`config.mk`:
```
export PLATFORM = sky130hd
export DESIGN_NAME = issuediv_iter
export DESIGN_NICKNAME = d
export VERILOG_FILES = /design/src/rtl/issuediv_pkg.sv /design/src/rtl/issuediv_iter_div_step.sv /design/src/rtl/issuediv_iter.sv
export SDC_FILE = /design/constraint.sdc
export NUM_CORES = 1
export LEC_CHECK = 0
export ABC_AREA = 1
export CORE_MARGIN = 4
export CORE_UTILIZATION = 30
export DETAILED_ROUTE_END_ITERATION = 8
export PLACE_DENSITY = 0.58
export SLEW_MARGIN = 20
export SYNTH_ARGS = -nofsm -noshare
export SYNTH_HDL_FRONTEND = slang
export SYNTH_HIERARCHICAL = 1
export SYNTH_SLANG_ARGS = --single-unit
```
`constraint.sdc`:
```
create_clock -name clk -period 3.8 [get_ports clk]
set_input_delay 0.76 -clock clk [delete_from_list [all_inputs] [get_ports clk]]
set_output_delay 0.76 -clock clk [all_outputs]
set_load 0.1 [all_outputs]
```
`src/rtl/issuediv_pkg.sv`:
```
// Shared types and constants for the iterative divide issue unit.
// Holds the FSM state encoding, default widths and result field offsets.
package issuediv_pkg;

    localparam int DEF_DATA_W = 16;
    localparam int DEF_TAG_W  = 6;

    // issuediv_out layout: {remainder, quotient}
    localparam int QUO_LSB = 0;
    localparam int REM_LSB = DEF_DATA_W;

    typedef enum logic [1:0] {
        ST_IDLE = 2'd0,
        ST_CALC = 2'd1,
        ST_FIX  = 2'd2,
        ST_DONE = 2'd3
    } state_e;

endpackage

```
`src/rtl/issuediv_iter_div_step.sv`:
```
// Single radix-2 restoring step: shift in one dividend bit, compare, and
// conditionally subtract the divisor.
module div_step #(
    parameter int W = 16
) (
    input  logic [W:0] prem_in,
    input  logic       dvd_bit,
    input  logic [W:0] divisor,
    output logic [W:0] prem_out,
    output logic       quo_bit
);

    logic [W+1:0] shifted;
    logic [W+1:0] diff;

    always_comb begin
        shifted  = {prem_in, dvd_bit};
        diff     = shifted - {1'b0, divisor};
        quo_bit  = (shifted >= {1'b0, divisor});
        prem_out = quo_bit ? diff[W:0] : shifted[W:0];
    end

endmodule

```
`src/rtl/issuediv_iter.sv`:
```
// Iterative radix-2 restoring divide unit that holds its result for the CDB.
// Define ISSUEDIV_SIGNED_EN for two's-complement operands (adds a FIX cycle).
module issuediv_iter
    import issuediv_pkg::*;
#(
    parameter int DATA_W = DEF_DATA_W,
    parameter int TAG_W  = DEF_TAG_W
) (
    input  logic                clk,
    input  logic                reset,
    input  logic                issuediv_enable,
    input  logic [DATA_W-1:0]   issuediv_rsdata,
    input  logic [DATA_W-1:0]   issuediv_rtdata,
    input  logic [TAG_W-1:0]    issuediv_rdtag,
    input  logic                issuediv_cdb_grant,
    input  logic                issuediv_flush,
    output logic                issuediv_busy,
    output logic                issuediv_valid_out,
    output logic [2*DATA_W-1:0] issuediv_out,
    output logic [TAG_W-1:0]    issuediv_rdtag_out,
    output logic                issuediv_divzero
);

    localparam int CNT_W = (DATA_W > 2) ? $clog2(DATA_W) : 1;
    localparam logic [CNT_W-1:0] LAST = CNT_W'(DATA_W - 1);
    localparam int REM_POS = REM_LSB - DEF_DATA_W + DATA_W;

    state_e             state_q, state_d;
    logic [CNT_W-1:0]   count_q, count_d;
    logic [DATA_W-1:0]  dvd_q, dvd_d;
    logic [DATA_W:0]    dvs_q, dvs_d;
    logic [DATA_W:0]    prem_q, prem_d;
    logic [TAG_W-1:0]   tag_q, tag_d;
    logic               divzero_q, divzero_d;

    logic [DATA_W-1:0]  rs_mag, rt_mag;
    logic [DATA_W:0]    step_prem;
    logic               step_bit;

`ifdef ISSUEDIV_SIGNED_EN
    logic neg_quo_q, neg_quo_d;
    logic neg_rem_q, neg_rem_d;

    assign rs_mag = issuediv_rsdata[DATA_W-1] ? -issuediv_rsdata : issuediv_rsdata;
    assign rt_mag = issuediv_rtdata[DATA_W-1] ? -issuediv_rtdata : issuediv_rtdata;
`else
    assign rs_mag = issuediv_rsdata;
    assign rt_mag = issuediv_rtdata;
`endif

    div_step #(.W(DATA_W)) u_step (
        .prem_in  (prem_q),
        .dvd_bit  (dvd_q[DATA_W-1]),
        .divisor  (dvs_q),
        .prem_out (step_prem),
        .quo_bit  (step_bit)
    );

    // The dividend register shifts left each step and collects quotient bits at the bottom.
    always_comb begin
        state_d   = state_q;
        count_d   = count_q;
        dvd_d     = dvd_q;
        dvs_d     = dvs_q;
        prem_d    = prem_q;
        tag_d     = tag_q;
        divzero_d = divzero_q;
`ifdef ISSUEDIV_SIGNED_EN
        neg_quo_d = neg_quo_q;
        neg_rem_d = neg_rem_q;
`endif
        if (issuediv_flush) begin
            state_d = ST_IDLE;
            count_d = '0;
        end else begin
            case (state_q)
                ST_IDLE: begin
                    if (issuediv_enable) begin
                        tag_d = issuediv_rdtag;
                        if (issuediv_rtdata == '0) begin
                            dvd_d     = '1;
                            prem_d    = {1'b0, issuediv_rsdata};
                            divzero_d = 1'b1;
                            state_d   = ST_DONE;
                        end else begin
                            dvd_d     = rs_mag;
                            dvs_d     = {1'b0, rt_mag};
                            prem_d    = '0;
                            divzero_d = 1'b0;
                            count_d   = '0;
                            state_d   = ST_CALC;
`ifdef ISSUEDIV_SIGNED_EN
                            neg_quo_d = issuediv_rsdata[DATA_W-1] ^ issuediv_rtdata[DATA_W-1];
                            neg_rem_d = issuediv_rsdata[DATA_W-1];
`endif
                        end
                    end
                end
                ST_CALC: begin
                    dvd_d   = {dvd_q[DATA_W-2:0], step_bit};
                    prem_d  = step_prem;
                    count_d = count_q + 1'b1;
                    if (count_q == LAST) begin
                        count_d = '0;
`ifdef ISSUEDIV_SIGNED_EN
                        state_d = ST_FIX;
`else
                        state_d = ST_DONE;
`endif
                    end
                end
`ifdef ISSUEDIV_SIGNED_EN
                // Magnitude MIN/-1 already yields MIN with no negation, so no special case.
                ST_FIX: begin
                    dvd_d   = neg_quo_q ? -dvd_q : dvd_q;
                    prem_d  = {1'b0, (neg_rem_q ? -prem_q[DATA_W-1:0] : prem_q[DATA_W-1:0])};
                    state_d = ST_DONE;
                end
`endif
                ST_DONE: begin
                    if (issuediv_cdb_grant) begin
                        state_d = ST_IDLE;
                    end
                end
                default: begin
                    state_d = ST_IDLE;
                end
            endcase
        end
    end

    always_ff @(posedge clk or posedge reset) begin
        if (reset) begin
            state_q   <= ST_IDLE;
            count_q   <= '0;
            dvd_q     <= '0;
            dvs_q     <= '0;
            prem_q    <= '0;
            tag_q     <= '0;
            divzero_q <= 1'b0;
`ifdef ISSUEDIV_SIGNED_EN
            neg_quo_q <= 1'b0;
            neg_rem_q <= 1'b0;
`endif
        end else begin
            state_q   <= state_d;
            count_q   <= count_d;
            dvd_q     <= dvd_d;
            dvs_q     <= dvs_d;
            prem_q    <= prem_d;
            tag_q     <= tag_d;
            divzero_q <= divzero_d;
`ifdef ISSUEDIV_SIGNED_EN
            neg_quo_q <= neg_quo_d;
            neg_rem_q <= neg_rem_d;
`endif
        end
    end

    // Result fields read as zero whenever nothing is being presented.
    always_comb begin
        issuediv_busy      = (state_q != ST_IDLE);
        issuediv_valid_out = (state_q == ST_DONE);
        issuediv_out       = '0;
        issuediv_rdtag_out = '0;
        issuediv_divzero   = 1'b0;
        if (issuediv_valid_out) begin
            issuediv_out[QUO_LSB +: DATA_W] = dvd_q;
            issuediv_out[REM_POS +: DATA_W] = prem_q[DATA_W-1:0];
            issuediv_rdtag_out              = tag_q;
            issuediv_divzero                = divzero_q;
        end
    end

endmodule
```
==> out/qor.csv <==
stage;metric;value;unit
detailed_routing;wire_per_inst;13.0;µm
critical_path;reg2reg_depth;12;
final_layout;seq_area;1550;µm²
pwr;p_int;2.68;mW
timing;setup_viol_count_final;0;
synthesis;synthTopCellsByCount;217 x nand2_1, 113 x inv_1, 107 x nor2_1;
pwr;peakVddDrop;556;µV
timing;fin_skew;0.00536;ns
timing;holdWs;0.470;ns
cts;clock_sinks;62;
grt;grt_pass1_wl;21.3;mm
synthesis;yosysMostFrequentCell;nand2_1;
final_layout;fillCellCount;1631;
floorplanning;die_h;132;µm
pwr;clkPwrFrac;13.8;%
synthesis;yosysWarnings;6;
placement;place_area;5420;µm²
pwr;p_switching;3.17;mW
detailed_routing;drt_iter0_drc;310;
timing;rsz0062_at_grt;no;
cts;htree_num_levels;3;
cts;cts_buffers;9;
synthesis;synthArstFlopShare;100;%
floorplanning;die_x;132;µm
critical_path;endpoint_kind;primary output;
final_layout;drive_above_1_share;10.8;%
grt;grt_overflow;0;
critical_path;crit_chain;inv_2 > nand2_1 > clkdlybuf4s50_1;
synthesis;synthCells;718;
final_layout;multi_input_area;2420;µm²
synthesis;synth-edff-count;0;
critical_path;arrival;2.05;ns
critical_path;crit_required;3.04;ns
grt;grtUsageTotal;15.0;%
synthesis;netlist.area_leader.share;33.8;%
synthesis;synth.area.top_cells;dfrtp_1 34%, nand2_1 18%, inv_1 9.2%;
critical_path;critPathTopFamily;buffers and inverters;
critical_path;ff2ff_setup_slack;1.28;ns
timing;period_minus_slack;2.81;ns
detailed_routing;wirelength;12.8;mm
final_layout;diodes;0;
critical_path;critPathMaxStageDelay;1.13;ns
detailed_routing;num_vias;4435;
critical_path;cpMaxStageDelayCell;clkdlybuf4s50_1;
timing;slew_viol_final;0;
cts;path_clk_slew;0.05;ns
critical_path;criticalPathCategory;reg -> out;
timing;maxSlewHeadroom;35.2;%
synthesis;synth.distinct_cells;32;
placement;port_buffers;83;
floorplanning;ioPinCount;84;
final_layout;areaGrowthSynthToFinish;24.4;%
pwr;power_frac_comb;64.9;%
synthesis;yosys.area.top_type;dfrtp_1;
floorplanning;core_area;14800;µm²
detailed_routing;ant_nets;0;
synthesis;seq_area_frac_synth;33.8;%
final_layout;fin_area;5710;µm²
critical_path;startpoint_type;flop;
timing;final.period_utilization;74.1;%
detailed_routing;remaining_drc_errors;0;
cts;cts_tree;done;
pwr;power_frac_seq;21.3;%
critical_path;cp_num_buf_inv;2;
synthesis;synth_fp_nets;780;
cts;cts_max_path_buffers;2;
synthesis;ys_dominant_reg_cell;dfrtp_1;
critical_path;path_max_fanout;5;
critical_path;crit_end;issuediv_busy;
placement;dp_slack;1.21;ns
floorplanning;die_area;17300;µm²
cts;insertion_delay;0.34;ns
grt;grt_start_max_net_pins;48;
pwr;swShare;54.2;%
synthesis;syn_area;4590;µm²
critical_path;cp-startpoint;state_q[0];
detailed_routing;firstDrtPassIters;5;
synthesis;ys_ff_latch;62;
floorplanning;num_rows;44;
placement;dp_hpwl;9.89;mm
cts;cts_root_buf;clkbuf_16;
status;status;complete, no violations;
hold_path;hp-class;reg -> reg;
timing;worst_slew_pin_slew;0.969;ns
cts;hold_buffers;0;
cts;cts_setup_buffers;0;
hold_path;hp-start;dvs_q[15];
pwr;power_density;1030;nW/µm²
run;max_cap_viol_count;0;
critical_path;regToRegEndpoint;prem_q[8];
grt;antenna_found_initial;0;
floorplanning;initial_core_util;31.1;%
final_layout;fin_nets;854;
synthesis;syn_area_per_cell;6.39;µm²
critical_path;cp.depth;3;
critical_path;timing.rr.start;prem_q[5];
pwr;cellLeakagePower;3.13;nW
timing;hold_violations;0;
timing;tns;0;ns
detailed_routing;via_per_inst;4.52;
timing;max_freq;0.355;GHz
cts;cts_resized;0;
placement;finalWeightedCongestion;0.813;
grt;grt_pass1_vias;4364;
timing;final.setup.worst_slack;0.985;ns
## how the worst min path moves through the flow
stage | end | cells past startpoint
final | dvs_q[15] | 2
after global routing | dvs_q[7] | 2
after CTS | dvs_q[7] | 2
after detailed placement | dvs_q[7] | 2
after global placement | dvs_q[9] | 2
after floorplan | dvs_q[10] | 2
## state kept, by name (all words and copies together) (netlist names)
signal,count
state_q,2
prem_q,17
dvs_q,16
count_q,4
divzero_q,1
dvd_q,16
tag_q,6
## cells in the final DEF (no fill, tap or decap), drive strengths merged, types with 3 or more instances in the layout
cell,Yosys,final
a211oi,9,9
a21oi,65,65
buf,20,46
clkbuf,6,12
clkdlybuf4s50,0,43
dfrtp,62,62
ha,18,18
inv,119,119
nand2,226,226
nand3,39,39
nand3b,3,3
nand4,4,4
nor2,113,113
o21ai,17,17
xor2,8,8
## power by group through the flow
stage,Clock (mW),Sequential (mW),Combinational (mW)
4_1_cts,0.835,1.25,3.82
3_3_place_gp,0,1.26,3.78
3_5_place_dp,0,1.26,3.80
6_report,0.808,1.25,3.80
2_1_floorplan,0,1.15,3.20
5_1_grt,0.860,1.29,4.34
## worst min-delay path, stage by stage, from the launching register on
cell	delay [ns]
dfrtp_1	0.34
nand2_1	0.05
nand2_1	0.05
## metrics by stage
stage,util [%],std cells,power [mW]
detailed placement,36.8,965,5.06
global route,38.7,981,6.49
global placement,36.8,965,5.05
CTS,38.7,981,5.91
finish,38.7,981,5.85
floorplan,-,718,4.35
## kinds of logic after synthesis
| logic type | synth area share, % |
|---|---|
| AND/OR/NAND/NOR | 34.9 |
| buffers and inverters | 13.4 |
| AO/OA/AOI/OAI | 10.7 |
| flip-flops | 33.8 |
| adder cells (fa/ha/maj) | 5.35 |
| XOR/XNOR | 1.72 |
| other | 0.0818 |
## per-layer routing
layer | track usage, % | part of all wire [%]
met1 | 19.3 | 46
met3 | 3.48 | 5.7
met2 | 24.7 | 46
met5 | 0 | 0
met4 | 5.08 | 1.8
## cell type report
type / count / share of cell area [%]
flip-flops and latches: 62 / 27.2
well taps: 184 / 4.03
clock inverters: 4 / 0.833
inverters: 119 / 7.83
repair buffers: 89 / 13.6
multi-input cells: 511 / 42.4
clock buffers: 12 / 4.14
No activity file was read; power rests on OpenSTA's default activity.
